**src/rtl/iq_pkg.sv**
```systemverilog
// Shared constants and FSM encoding for the I/Q interleaver.
package iq_pkg;

    localparam int DATA_W     = 16;
    localparam int FIFO_DEPTH = 4;

    localparam logic [DATA_W-1:0] MIDSCALE = 16'h8000;

    typedef enum logic [1:0] {
        IDLE   = 2'd0,
        EMIT_Q = 2'd1,
        EMIT_I = 2'd2
    } iq_state_e;

endpackage

```
**src/rtl/iq_fifo.sv**
```systemverilog
// Synchronous FIFO with occupancy count; depth must be a power of two so the
// pointers wrap naturally.
module iq_fifo #(
    parameter int WIDTH = 32,
    parameter int DEPTH = 4,
    localparam int AW = $clog2(DEPTH)
) (
    input  logic             M100CLK,
    input  logic             reset,
    input  logic             push,
    input  logic [WIDTH-1:0] wr_data,
    input  logic             pop,
    output logic [WIDTH-1:0] rd_data,
    output logic [AW:0]      count,
    output logic             full,
    output logic             empty
);

    logic [WIDTH-1:0] mem [DEPTH];
    logic [AW-1:0]    wr_ptr;
    logic [AW-1:0]    rd_ptr;
    logic             push_ok;
    logic             pop_ok;

    assign full    = (count == (AW+1)'(DEPTH));
    assign empty   = (count == '0);
    assign push_ok = push && !full;
    assign pop_ok  = pop && !empty;
    assign rd_data = mem[rd_ptr];

    always_ff @(posedge M100CLK) begin
        if (push_ok) begin
            mem[wr_ptr] <= wr_data;
        end
    end

    always_ff @(posedge M100CLK or posedge reset) begin
        if (reset) begin
            wr_ptr <= '0;
            rd_ptr <= '0;
            count  <= '0;
        end else begin
            if (push_ok) begin
                wr_ptr <= wr_ptr + 1'b1;
            end
            if (pop_ok) begin
                rd_ptr <= rd_ptr + 1'b1;
            end
            case ({push_ok, pop_ok})
                2'b10:   count <= count + 1'b1;
                2'b01:   count <= count - 1'b1;
                default: count <= count;
            endcase
        end
    end

endmodule

```
**src/rtl/iq_interleaver.sv**
```systemverilog
// Buffers I/Q pairs and emits them as an offset-binary word stream, Q word
// first then I word, with a one-cycle underflow pulse when the stream starves.
module iq_interleaver
    import iq_pkg::*;
#(
    parameter int DATA_W     = iq_pkg::DATA_W,
    parameter int FIFO_DEPTH = iq_pkg::FIFO_DEPTH,
    localparam int LW = $clog2(FIFO_DEPTH) + 1
) (
    input  logic              M100CLK,
    input  logic              reset,
    input  logic [DATA_W-1:0] i_in,
    input  logic [DATA_W-1:0] q_in,
    input  logic              in_valid,
    output logic              in_ready,
    input  logic              enable,
    output logic [DATA_W-1:0] data_out,
    output logic              phase,
    output logic              out_valid,
    output logic              underflow,
    output logic [LW-1:0]     fifo_level
);

    localparam logic [DATA_W-1:0] MID = {1'b1, {(DATA_W-1){1'b0}}};

    // Two's complement to offset binary is a flip of the sign bit.
    function automatic logic [DATA_W-1:0] to_offset(input logic [DATA_W-1:0] x);
        return {~x[DATA_W-1], x[DATA_W-2:0]};
    endfunction

    iq_state_e         state, state_n;
    logic [DATA_W-1:0] data_n;
    logic              phase_n;
    logic              valid_n;
    logic              uflow_n;
    logic [DATA_W-1:0] i_hold, i_hold_n;
    logic              pop;
    logic [2*DATA_W-1:0] rd_pair;
    logic              fifo_full;
    logic              fifo_empty;

    iq_fifo #(
        .WIDTH (2*DATA_W),
        .DEPTH (FIFO_DEPTH)
    ) u_fifo (
        .M100CLK (M100CLK),
        .reset   (reset),
        .push    (in_valid),
        .wr_data ({q_in, i_in}),
        .pop     (pop),
        .rd_data (rd_pair),
        .count   (fifo_level),
        .full    (fifo_full),
        .empty   (fifo_empty)
    );

    assign in_ready = !fifo_full;

    always_comb begin
        state_n  = state;
        data_n   = MID;
        phase_n  = 1'b0;
        valid_n  = 1'b0;
        uflow_n  = 1'b0;
        i_hold_n = i_hold;
        pop      = 1'b0;
        case (state)
            IDLE, EMIT_I: begin
                if (enable && !fifo_empty) begin
                    pop      = 1'b1;
                    data_n   = to_offset(rd_pair[2*DATA_W-1:DATA_W]);
                    valid_n  = 1'b1;
                    i_hold_n = rd_pair[DATA_W-1:0];
                    state_n  = EMIT_Q;
                end else begin
                    // Starving mid-stream is an underflow; stopping on request is not.
                    uflow_n = (state == EMIT_I) && enable;
                    state_n = IDLE;
                end
            end
            EMIT_Q: begin
                data_n  = to_offset(i_hold);
                phase_n = 1'b1;
                valid_n = 1'b1;
                state_n = EMIT_I;
            end
            default: state_n = IDLE;
        endcase
    end

    always_ff @(posedge M100CLK or posedge reset) begin
        if (reset) begin
            state     <= IDLE;
            data_out  <= MID;
            phase     <= 1'b0;
            out_valid <= 1'b0;
            underflow <= 1'b0;
            i_hold    <= '0;
        end else begin
            state     <= state_n;
            data_out  <= data_n;
            phase     <= phase_n;
            out_valid <= valid_n;
            underflow <= uflow_n;
            i_hold    <= i_hold_n;
        end
    end

endmodule
```
**config.mk**
```make
export PLATFORM = sky130hd
export DESIGN_NAME = iq_interleaver
export DESIGN_NICKNAME = d
export VERILOG_FILES = /design/src/rtl/iq_pkg.sv /design/src/rtl/iq_fifo.sv /design/src/rtl/iq_interleaver.sv
export SDC_FILE = /design/constraint.sdc
export NUM_CORES = 1
export LEC_CHECK = 0
export CORE_ASPECT_RATIO = 1.25
export CORE_MARGIN = 2
export CORE_UTILIZATION = 30
export DETAILED_ROUTE_END_ITERATION = 6
export SKIP_LAST_GASP = 1
export SLEW_MARGIN = 10
export SYNTH_ARGS = -nofsm -noshare
export SYNTH_HDL_FRONTEND = slang
export SYNTH_HIERARCHICAL = 1
export SYNTH_SLANG_ARGS = --single-unit
```
**constraint.sdc**
```tcl
create_clock -name M100CLK -period 2.2 [get_ports M100CLK]
set_input_delay 0.44 -clock M100CLK [delete_from_list [all_inputs] [get_ports M100CLK]]
set_output_delay 0.44 -clock M100CLK [all_outputs]
set_load 0.005 [all_outputs]
```
### Word-level counts from Yosys, hierarchy flattened

Memory sizes are Yosys's and may differ from the RTL's.
Index checks and enable logic that the tools add are counted.
W data, S select, Z words.

* memory bits (writable): 128
* word-level logic and storage cells: 45
* memories: 1
* bits in registers: 44

* reduce and logical (&&, ||, !) cells: 11
* $add $sub $neg: 4
* bitwise logic cells: 2
* multiplexer cells: 13
* eq/ne operators: 5

Memory list
* u_fifo.mem: words 4, width 32, rd ports 1, clocked after memory_dff 0, write ports 1, line iq_fifo.sv:19 `logic [WIDTH-1:0] mem [DEPTH];`

Operators with widths (number)
* $pmux W16 S2: 1
* $mux W16: 1
* $mux W1: 8
* $pmux W3 S2: 1
* $add A2 B1 Y2 const B: 2
* $eq A2 B1 Y1 const B: 2
* $eq A2 B2 Y1 const B: 2
* $logic_and A1 B1 Y1: 4
* $pmux W2 S2: 1
* $add A3 B1 Y3 const B: 1
* $eq A3 B3 Y1 const B: 1
* $logic_not A3 Y1: 1
* $sub A3 B1 Y3 const B: 1
* $logic_not A1 Y1: 2
* $logic_not A2 Y1: 1
* $not A1 Y1: 2
* $pmux W1 S2: 1
* $reduce_and A2 Y1: 1
* $reduce_bool A2 Y1: 1
* $reduce_or A2 Y1: 1

### Depth between registers and ports, before layout

Gate-level depths: netlist of the first run.

* depth after elaboration: 8
* mapped depth: 11

### Modules after synthesis

Netlist of the first run, hierarchy kept.

By module, submodules not included
* iq_fifo: cells each 206, sequential area each 4018.9 um^2, area an instance 5094.9 um^2, instances 1
* iq_interleaver: cells each 104, sequential area each 902.1 um^2, area an instance 1450.1 um^2, instances 1

### Least setup slack after synthesis of the first run

No wires, ideal clock.

* path kind: flip-flop to flip-flop
* start point: register u_fifo.count[0]
* end point: register u_fifo.count[2]
* path slack: -0.086 ns
* cell stages (with the launch flop): 12
* library setup time: 0.079 ns
* buffers on the path: 2
* clock period less this slack: 2.286 ns
* data required time: 2.121 ns
* arrival: 2.207 ns
* path through: dfrtp_1 -> nor3_1 -> nor3b_2 -> buf_6 -> buf_12 -> o31a_1 -> ha_1 -> inv_1 -> fa_1 -> xor2_1 -> nor2_1 -> xor2_1

* word-level cells in the longest chain between the ends: 8
* elaborated cells on any way between the ends: 15

RTL lines
* start, declared: line iq_fifo.sv:14 `output logic [AW:0] count,`
* start signal, assigned: line iq_fifo.sv:50 `2'b10: count <= count + 1'b1;`
* start signal, assigned: line iq_fifo.sv:51 `2'b01: count <= count - 1'b1;`
* start signal, assigned: line iq_fifo.sv:52 `default: count <= count;`
* $logic_not A3 Y1 *: line iq_fifo.sv:26 `assign empty = (count == '0);`
* net fifo_empty: line iq_interleaver.sv:40 `logic fifo_empty;`
* $logic_not A1 Y1 *: line iq_interleaver.sv:69 `if (enable && !fifo_empty) begin`
* $logic_and A1 B1 Y1 *: line iq_interleaver.sv:69
* $mux W1 *: line iq_interleaver.sv:69
* $mux W1 *: line iq_interleaver.sv:67 `case (state)`
* net pop: line iq_interleaver.sv:37 `logic pop;`
* $logic_and A1 B1 Y1 *: line iq_fifo.sv:28 `assign pop_ok = pop && !empty;`
* net u_fifo.pop_ok: line iq_fifo.sv:23 `logic pop_ok;`
* $eq A2 B1 Y1 / $eq A2 B2 Y1 (equally long branches): line iq_fifo.sv:49 `case ({push_ok, pop_ok})`
* $pmux W3 S2 / $reduce_bool A2 Y1 (equally long branches)

The timed path passes the listed nets; every way through them passes the cells marked *.
A chain may end at the register's enable or synchronous reset.

### Worst setup path after layout of the first run

* start point: register u_fifo.count[1]
* end point: register u_fifo.count[2]

* word-level cells in the longest chain between the ends: 8
* elaborated cells on any way between the ends: 15

RTL lines (line)
* $logic_not A3 Y1 *: iq_fifo.sv:26
* net fifo_empty: iq_interleaver.sv:40
* $logic_not A1 Y1 *: iq_fifo.sv:28, iq_interleaver.sv:69
* $logic_and A1 B1 Y1: iq_interleaver.sv:69
* $mux W1: iq_interleaver.sv:69
* $mux W1: iq_interleaver.sv:67
* $logic_and A1 B1 Y1 *: iq_fifo.sv:28
* net u_fifo.pop_ok: iq_fifo.sv:23
* $eq A2 B1 Y1 / $eq A2 B2 Y1 (equally long branches): iq_fifo.sv:49
* $pmux W3 S2 / $reduce_bool A2 Y1 (equally long branches)

Marked as above.

==> impl_table.tex, run 1 <==
\begin{tabular}{lr}
\hline
Metric & Value \\
\hline
\multicolumn{2}{l}{\textbf{Placement}} \\
HPWL reported at the end of detailed placement & 8110 um \\
Placed Cells incl. Taps & 655 \\
Buffers on Ports & between 50 and 60 \\
Final weighted congestion in routability-driven placement & between 0.7 and 0.8 \\
Post-Place Cell Area & roughly 7600 um2 \\
\multicolumn{2}{l}{\textbf{Synth}} \\
Mux share of post-synthesis cell area & 14.8\% \\
Synth Area in XOR/XNOR & less than 1\% \\
Netlist area before placement & 6550 um2 \\
Gate count after technology mapping & 310 \\
FF+latch count, synth & 171 \\
Part of the Yosys area used for sequential elements & 75.2\% \\
Fraction of the mapped netlist area in compound gates & 2.39\% \\
Average size of a mapped cell & 21.1 um2 \\
Combinational family with the most area after synthesis & multiplexers \\
Synth Area in Adders & 1.26\% \\
Yosys warning total & 6 \\
Synthesized Nets & roughly 350 \\
Count of unique library cells instantiated by Yosys & 32 \\
Synthesized-area fraction occupied by and/or/nand/nor cells & between 2 and 2.5\% \\
\multicolumn{2}{l}{\textbf{Clock tree}} \\
Number of clock sinks & 171 \\
Number of resized instances in the post-cts repair step & 0 \\
Total of hold buffers inserted after clock tree synthesis & 0 \\
Library cell used as clock root buffer & sky130\_fd\_sc\_hd\_\_clkbuf\_16 \\
Number of H-tree branching levels & 4 \\
Longest Clk Path Bufs & 2 \\
TritonCTS clock tree & yes \\
Post-CTS Setup Bufs & 0 \\
TritonCTS buffer count & 17 \\
Clock edge transition at the registers on the reported setup and hold paths & 70 ps \\
Source-to-sink clock delay at the later pin of the worst-skew pair & 410 ps \\
\multicolumn{2}{l}{\textbf{Drt}} \\
Number of remaining DRC errors & 0 \\
Routed WL & around 13000 um \\
Antenna viol nets, final & 0 \\
Number of vias per cell & $\sim$4.5 \\
Total vias in the final route & a little over 3000 \\
Average wire per cell in the routed design & 18.2 um \\
Drt first pass iters & 4 \\
Detailed Route Iter0 Violations & 163 \\
\multicolumn{2}{l}{\textbf{Timing}} \\
Slew @ Worst Pin & around 400 ps \\
Worst clock skew & 9.07 ps \\
Final Hold Viols & 0 \\
Worst slew margin relative to its limit & 72.8\% \\
RSZ-0062 raised after global routing & no \\
Fin Setup TNS & 0 ps \\
Achievable frequency & 473 MHz \\
Finish-stage setup viols & 0 \\
Final period utilization & 96.1\% \\
Number of max-slew violations in the final report & 0 \\
Final critical delay including setup and external delays & 2120 ps \\
\multicolumn{2}{l}{\textbf{Min path}} \\
Worst min-delay path class & primary input to asynchronous set/reset pin \\
\multicolumn{2}{l}{\textbf{Power and ir drop}} \\
Leakage power summed over all cells & 2.90 nW \\
Internal Dissipation & 0.00779 W \\
Maximum resistive drop on vdd & 0.501 mV \\
Part of the total power dissipated in sequential elements & 43.6\% \\
Net Sw Frac & 27.5\% \\
Final Total Pwr & 0.0108 W \\
Combinational share of power & about 29\% \\
Share of total power in the clock network & 27.1\% \\
Power density normalized to cell area & 1310 nW/um2 \\
Switching component of the power & between 0.002 and 0.003 W \\
\multicolumn{2}{l}{\textbf{Critical path}} \\
Arrival time at the worst endpoint & 2450 ps \\
Required arrival time at the worst endpoint & 2530 ps \\
Category of the worst setup path launch point & flop \\
Max incr delay on CP & approximately 470 ps \\
Cell-by-cell listing of the critical path & nor3\_4, nor3b\_2, o31a\_1, ha\_2, inv\_1, fa\_1, xor2\_1, nor2\_1, xor2\_1 \\
Worst Reg2Reg Path Length in Cells & 9 \\
Cell with the largest stage delay on the worst path & sky130\_fd\_sc\_hd\_\_dfrtp\_2 \\
Reg-to-reg endpoint & u\_fifo/count[2] \\
Crit-path max FO & 5 \\
Kind of cell with the highest combined delay on the critical path & adder cells \\
Most prevalent standard cell on the critical path & sky130\_fd\_sc\_hd\_\_xor2\_1 \\
Sum of buffers and inverters on the critical path & 1 \\
Capturing element type of the critical path & flop \\
Flop-to-flop setup slack & 80 ps \\
Startpoint of the worst-slack reg-to-reg timing path & u\_fifo/count[1] \\
Setup Crit Path Kind & flop to flop \\
\multicolumn{2}{l}{\textbf{GRT}} \\
Total global-route track usage & between 10\% and 20\% \\
Vias in the first global route & 3372 \\
Initial antenna violation count & 2 \\
Largest net degree at the start of global routing & 32 \\
Wire length of the first global-routing pass & 19400 um \\
Overflow left after global routing & 0 \\
\multicolumn{2}{l}{\textbf{Layout}} \\
Share of cells above drive strength 1 & a little over a quarter \\
Total area of sequential cells & 4920 um2 \\
Post-route cell area & 8190 um2 \\
Diodes inserted & 0 \\
Post-Layout Cell Count & slightly below 700 \\
Final net count & 437 \\
Final Util & 38.2\% \\
Area occupied by multi-input gates & 1430 um2 \\
Number of filler instances in the final layout & just under 2000 \\
Syn-to-layout area delta & 25.2\% \\
\multicolumn{2}{l}{\textbf{Floorplanning}} \\
Horizontal die dimension & 136 um \\
Area of the die & 23000 um2 \\
Rows & 60 \\
Effective utilization at floorplan & 30.5\% \\
Vertical die dimension & around 170 um \\
I/O pin count & 59 \\
Core outline area & between 20000 and 25000 um2 \\
\multicolumn{2}{l}{\textbf{Job}} \\
Max cap viols & 0 \\
\multicolumn{2}{l}{\textbf{Status}} \\
Run status & finished, final reports clean \\
\hline
\end{tabular}
metal layers:
| metal | part of all wire, % | up-vias | routed length [um] | track usage (%) |
|---|---|---|---|---|
| li1 | - | 1393 | - | - |
| met1 | 40 | 1588 | 5070 | 13.6 |
| met2 | 52 | 91 | 6450 | 19.6 |
| met3 | 5.2 | 23 | 650 | 3.41 |
| met4 | 2.6 | 4 | 323 | 5.07 |
| met5 | 0.24 | - | 30 | 0 |
state kept, by name (all words and copies together), names as in the netlist:
signal	count
data_out	16
i_hold	16
out_valid	1
phase	1
state	1
u_fifo/count	3
u_fifo/mem	128
u_fifo/rd_ptr	2
u_fifo/wr_ptr	2
underflow	1
worst max-delay path by stage:
stage | start | end | slack (ps) | depth (start not counted)
2_1_floorplan | u_fifo/count[2] | u_fifo/count[2] | 0.8 | 11
3_3_place_gp | enable | u_fifo/count[2] | -240 | 9
3_5_place_dp | enable | u_fifo/count[2] | -290 | 9
4_1_cts | u_fifo/count[1] | in_ready | 40 | 3
5_1_grt | u_fifo/count[1] | u_fifo/count[2] | 2 | 9
6_report | u_fifo/count[1] | u_fifo/count[2] | 80 | 9
metrics by stage:
stage	hold slack [ps]	worst slack [ps]
floorplan	243	0.831
global placement	391	-244
detailed placement	399	-292
CTS	296	37.3
global route	318	2.30
finish	314	84.7
logic make-up after synthesis:
kind of cell               Yosys count
muxes                               50
DFF                                171
adders and majority gates            6
and+or+nand+nor                     25
AOI/OAI and AO/OA                   17
buffers and inverters               35
xor gates and xnor gates             6
power by group through the flow:
| stage | registers (W) | logic [W] | clock network (W) |
|---|---|---|---|
| 3_5_place_dp | 0.00476 | 0.00321 | 0 |
| 5_1_grt | 0.00477 | 0.00343 | 0.00311 |
| 3_3_place_gp | 0.00472 | 0.00317 | 0 |
| 4_1_cts | 0.00469 | 0.00322 | 0.00299 |
| 2_1_floorplan | 0.00469 | 0.00210 | 0 |
| 6_report | 0.00469 | 0.00315 | 0.00292 |
final cells by class:
class | instances | area share (%)
inverter | 19 | 0.870
timing repair buffer | 82 | 10.2
clock inverter | 13 | 1.76
multi-input combinational | 104 | 17.4
clock buffer | 19 | 5.41
tap | 279 | 4.26
sequential | 171 | 60.1
synth_stat cells:
library cell / instances / area [um2]
sky130_fd_sc_hd__a32o_1: 6 / 60.1
sky130_fd_sc_hd__a32oi_1: 1 / 8.76
sky130_fd_sc_hd__and2_1: 4 / 25.0
sky130_fd_sc_hd__and4_2: 1 / 10.0
sky130_fd_sc_hd__buf_12: 4 / 80.1
sky130_fd_sc_hd__buf_2: 5 / 25.0
sky130_fd_sc_hd__buf_6: 2 / 22.5
sky130_fd_sc_hd__clkbuf_1: 5 / 18.8
sky130_fd_sc_hd__dfrtp_1: 42 / 1050
sky130_fd_sc_hd__dfstp_2: 1 / 26.3
sky130_fd_sc_hd__edfxtp_1: 128 / 3840
sky130_fd_sc_hd__fa_1: 1 / 20.0
sky130_fd_sc_hd__ha_1: 5 / 62.6
sky130_fd_sc_hd__inv_1: 19 / 71.3
sky130_fd_sc_hd__mux2_2: 9 / 101
sky130_fd_sc_hd__mux2_4: 8 / 120
sky130_fd_sc_hd__mux2i_1: 1 / 10.0
sky130_fd_sc_hd__mux4_1: 4 / 105
sky130_fd_sc_hd__mux4_2: 28 / 631
sky130_fd_sc_hd__nand2_1: 10 / 37.5
sky130_fd_sc_hd__nand2b_1: 1 / 6.26
sky130_fd_sc_hd__nor2_1: 1 / 3.75
sky130_fd_sc_hd__nor2b_1: 2 / 12.5
sky130_fd_sc_hd__nor2b_2: 1 / 8.76
sky130_fd_sc_hd__nor3_1: 1 / 5.00
sky130_fd_sc_hd__nor3b_1: 1 / 7.51
sky130_fd_sc_hd__nor3b_2: 2 / 25.0
sky130_fd_sc_hd__o31a_1: 1 / 8.76
sky130_fd_sc_hd__o32ai_1: 9 / 78.8
sky130_fd_sc_hd__or2_1: 1 / 6.26
sky130_fd_sc_hd__xnor2_1: 3 / 26.3
sky130_fd_sc_hd__xor2_1: 3 / 26.3
placed cells by master, fill, tap and decap left out, drive strengths merged:
cell	instances
a32oi	1
mux2	17
clkbuf	19
a32o	6
nand2b	1
and2	4
o31a	1
and4	1
mux4	32
bufinv	2
o32ai	9
edfxtp	128
buf	24
ha	5
dfstp	1
or2	1
nor2b	3
fa	1
nor3b	3
nand2	10
inv	21
mux2i	1
xor2	3
nor2	1
nor3	1
clkinv	4
xnor2	3
dfrtp	42
clkinvlp	5
clkdlybuf4s50	58
Power figures use the tool's default switching activity.
==> run 2, diff against run 1 <==
--- a/config.mk
+++ b/config.mk
@@ -9,9 +9,9 @@
 export CORE_MARGIN = 2
 export CORE_UTILIZATION = 30
 export DETAILED_ROUTE_END_ITERATION = 6
+export HOLD_SLACK_MARGIN = 0.02
 export SKIP_LAST_GASP = 1
 export SLEW_MARGIN = 10
 export SYNTH_ARGS = -nofsm -noshare
 export SYNTH_HDL_FRONTEND = slang
-export SYNTH_HIERARCHICAL = 1
 export SYNTH_SLANG_ARGS = --single-unit
==> run 2 against run 1 <==
Against the previous run: clock skew is 5.1 ps lower; sequential power about the same; hold slack improved by 46 ps; count of clock-buffer cells in the layout rose by 4; largest power group unchanged; highest routed layer unchanged.
==> impl_table.tex, run 2 <==
\begin{tabular}{lr}
\hline
Metric & Value \\
\hline
\multicolumn{2}{l}{\textbf{Clock tree}} \\
Clock edge transition at the registers on the reported setup and hold paths & 60 ps \\
TritonCTS clock tree & yes \\
TritonCTS buffer count & 17 \\
Library cell used as clock root buffer & sky130\_fd\_sc\_hd\_\_clkbuf\_16 \\
Longest Clk Path Bufs & 2 \\
Total of hold buffers inserted after clock tree synthesis & 0 \\
Source-to-sink clock delay at the later pin of the worst-skew pair & 420 ps \\
Number of clock sinks & 171 \\
Number of H-tree branching levels & 4 \\
\multicolumn{2}{l}{\textbf{Floorplanning}} \\
Effective utilization at floorplan & 30.7\% \\
Area of the die & 22600 um2 \\
Vertical die dimension & about 170 um \\
Core outline area & 20900 um2 \\
I/O pin count & slightly below 60 \\
Horizontal die dimension & between 100 and 150 um \\
Rows & 59 \\
\multicolumn{2}{l}{\textbf{Layout}} \\
Commonest cells after routing, fill and taps aside & sky130\_fd\_sc\_hd\_\_edfxtp\_1 (128), sky130\_fd\_sc\_hd\_\_clkdlybuf4s50\_1 (58), sky130\_fd\_sc\_hd\_\_dfrtp\_1 (41), sky130\_fd\_sc\_hd\_\_mux4\_2 (28), sky130\_fd\_sc\_hd\_\_clkbuf\_16 (17) \\
Number of filler instances in the final layout & 1865 \\
Leading registers by flop count & u\_fifo.mem (128), data\_out (16), i\_hold (16) \\
Number of flip-flops under the largest register name & $\sim$130 \\
Leading cell type in the layout, fill and taps excluded & sky130\_fd\_sc\_hd\_\_edfxtp\_1 \\
Area occupied by multi-input gates & 1400 um2 \\
Total area of sequential cells & slightly below 5000 um2 \\
Post-route cell area & 8020 um2 \\
Syn-to-layout area delta & 24.9\% \\
Reg with most FFs & u\_fifo.mem \\
Share of cells above drive strength 1 & 27.4\% \\
Final net count & 408 \\
\multicolumn{2}{l}{\textbf{Synth}} \\
Average size of a mapped cell & between 20 and 25 um2 \\
Most used flip-flop cell after synthesis & sky130\_fd\_sc\_hd\_\_edfxtp\_1 \\
Most frequent cells after synthesis & sky130\_fd\_sc\_hd\_\_edfxtp\_1 (128), sky130\_fd\_sc\_hd\_\_dfrtp\_1 (42), sky130\_fd\_sc\_hd\_\_mux4\_2 (28), sky130\_fd\_sc\_hd\_\_a22o\_1 (15), sky130\_fd\_sc\_hd\_\_mux2\_4 (13) \\
Gate count after technology mapping & 285 \\
Fraction of the mapped netlist area in compound gates & under 10\% \\
Count of unique library cells instantiated by Yosys & 29 \\
Number of flops mapped to enable cells by yosys & 128 \\
Cell taking the most area after synthesis & sky130\_fd\_sc\_hd\_\_edfxtp\_1 \\
Share of flip-flops with an asynchronous set or reset & about a quarter \\
Synth Area in XOR/XNOR & 0.818\% \\
Synth Area in Adders & roughly 1.3\% \\
Most frequently used cell type in the post-synthesis netlist & sky130\_fd\_sc\_hd\_\_edfxtp\_1 \\
Most area-consuming cells after synthesis & sky130\_fd\_sc\_hd\_\_edfxtp\_1 (60\%), sky130\_fd\_sc\_hd\_\_dfrtp\_1 (16\%), sky130\_fd\_sc\_hd\_\_mux4\_2 (9.8\%) \\
Combinational family with the most area after synthesis & multiplexers \\
Yosys warning total & 0 \\
Part of the Yosys area used for sequential elements & about three quarters \\
Synthesized Nets & 327 \\
Share of Yosys cell area claimed by the top area cell type & 59.8\% \\
Synthesized-area fraction occupied by and/or/nand/nor cells & roughly 1.6\% \\
FF+latch count, synth & 171 \\
Mux share of post-synthesis cell area & 15.3\% \\
Netlist area before placement & 6420 um2 \\
\multicolumn{2}{l}{\textbf{Power and ir drop}} \\
Internal Dissipation & 0.00767 W \\
Net Sw Frac & a little over a quarter \\
Leakage power summed over all cells & 2.86 nW \\
Power density normalized to cell area & 1290 nW/um2 \\
Final Total Pwr & 0.0104 W \\
Share of total power in the clock network & roughly 26\% \\
Switching component of the power & 0.00272 W \\
Part of the total power dissipated in sequential elements & 45.0\% \\
Combinational share of power & 29.1\% \\
Maximum resistive drop on vdd & 0.605 mV \\
\multicolumn{2}{l}{\textbf{Placement}} \\
Buffers on Ports & 58 \\
Final weighted congestion in routability-driven placement & between 0.6 and 0.7 \\
HPWL reported at the end of detailed placement & 7050 um \\
Post-Place Cell Area & approximately 7500 um2 \\
\multicolumn{2}{l}{\textbf{Timing}} \\
Worst slew margin relative to its limit & $\sim$66\% \\
Worst clock skew & 3.97 ps \\
Final Hold Viols & 0 \\
Final period utilization & 96.5\% \\
Slew @ Worst Pin & 507 ps \\
Final critical delay including setup and external delays & around 2100 ps \\
Number of max-slew violations in the final report & 0 \\
Finish-stage setup viols & 0 \\
Achievable frequency & 471 MHz \\
\multicolumn{2}{l}{\textbf{Drt}} \\
Antenna viol nets, final & 0 \\
Wire length on met2 & approximately 6100 um \\
Detailed Route Iter0 Violations & approximately 180 \\
Number of vias per cell & 4.43 \\
Number of remaining DRC errors & 0 \\
Average wire per cell in the routed design & 17.9 um \\
Total vias in the final route & 2898 \\
Drt first pass iters & 4 \\
Routed length on met3 & between 500 and 600 um \\
Routed WL & 11700 um \\
Routed length on met1 & 4880 um \\
Top routing layer in use & met5 \\
\multicolumn{2}{l}{\textbf{Critical path}} \\
Worst Reg2Reg Path Length in Cells & 9 \\
Crit-path max FO & 6 \\
Setup Crit Path Kind & flop to output port \\
Reg-to-reg endpoint & u\_fifo.count[2] \\
Capturing element type of the critical path & output port \\
Arrival time at the worst endpoint & 1680 ps \\
Flop-to-flop setup slack & 130 ps \\
Required arrival time at the worst endpoint & between 1500 and 2000 ps \\
Category of the worst setup path launch point & flop \\
Startpoint of the worst-slack reg-to-reg timing path & u\_fifo.count[1] \\
CP startpoint & u\_fifo.count[1] \\
\multicolumn{2}{l}{\textbf{Job}} \\
Max cap viols & 0 \\
\multicolumn{2}{l}{\textbf{Status}} \\
Run status & finished, final reports clean \\
\multicolumn{2}{l}{\textbf{Min path}} \\
Worst min-delay path class & primary input to asynchronous set/reset pin \\
\multicolumn{2}{l}{\textbf{GRT}} \\
Initial antenna violation count & 2 \\
Largest net degree at the start of global routing & 35 \\
Wire length of the first global-routing pass & roughly 19000 um \\
Overflow left after global routing & 0 \\
Vias in the first global route & 3234 \\
Total global-route track usage & 11.3\% \\
\hline
\end{tabular}
run 2: cell types whose count changed after synthesis, sizes merged, moves of 2 or more:
cell	previous run	this run
a22o	0	15
a32o	6	0
and2	4	1
and3	0	5
clkbuf	5	3
inv	19	7
nand2	10	0
nor3b	3	0
o32ai	9	0
run 2: how the worst max path moves through the flow:
stage                           end  slack, ps  cells past startpoint
floorplan           u_fifo.count[2]         20                     10
global placement    u_fifo.count[2]       -100                      9
detailed placement  u_fifo.count[2]       -120                      9
CTS                        in_ready         50                      2
global route        u_fifo.count[2]        -10                      9
finish                     in_ready         80                      2
run 2: per-stage QoR:
step                      util (%)  TNS (ps)  hold WS [ps]  worst slack (ps)  std cells
after global placement        35.7      -198           438             -95.1        620
after global routing          38.4     -10.9           396             -10.9        653
after detailed placement      35.7      -187           446              -124        620
after floorplan                  -         0           401              16.3        285
after CTS                     38.3         0           371              54.8        652
final                         38.4         0           361              76.4        654
run 2: layout make-up:
type / count / share of cell area [%]
Antenna cell: 1 / 0.0312
Clock buffer: 23 / 5.71
Clock inverter: 9 / 0.905
Inverter: 7 / 0.328
Multi-Input combinational cell: 93 / 17.4
Sequential cell: 171 / 61.4
Tap cell: 274 / 4.27
Timing Repair Buffer: 76 / 10.0
run 2: cells by family (layout without fill, tap and decap cells):
logic type	after synthesis	in the layout
fa+ha+maj	6	6
xor+xnor	6	6
simple gates	15	15
flops	171	171
mux	50	50
other cells	0	1
buf+inv	21	115
compound gates	16	16
run 2: power by group through the flow:
stage	clock network, W	logic (W)	registers [W]
final	0.00269	0.00302	0.00468
after global placement	0	0.00303	0.00471
after detailed placement	0	0.00307	0.00476
after CTS	0.00276	0.00308	0.00470
after global routing	0.00290	0.00329	0.00477
after floorplan	0	0.00201	0.00466
run 2: timing repair:
action                                  4_1_cts  5_1_grt
setup buffers                                 0        1
resized for setup                             0        5
endpoints found under the setup margin        0        1
run 2: critical path, cell delays in order (launching register included):
cell and delay [ps]:
sky130_fd_sc_hd__dfrtp_1 380, sky130_fd_sc_hd__or3b_4 430, sky130_fd_sc_hd__clkdlybuf4s50_1 460
run 2: layer usage:
metal | global-route usage [%] | vias to the layer above
li1 | - | 1309
met1 | 13.4 | 1516
met2 | 18.9 | 55
met3 | 3.84 | 16
met4 | 4.39 | 2
met5 | 0 | -
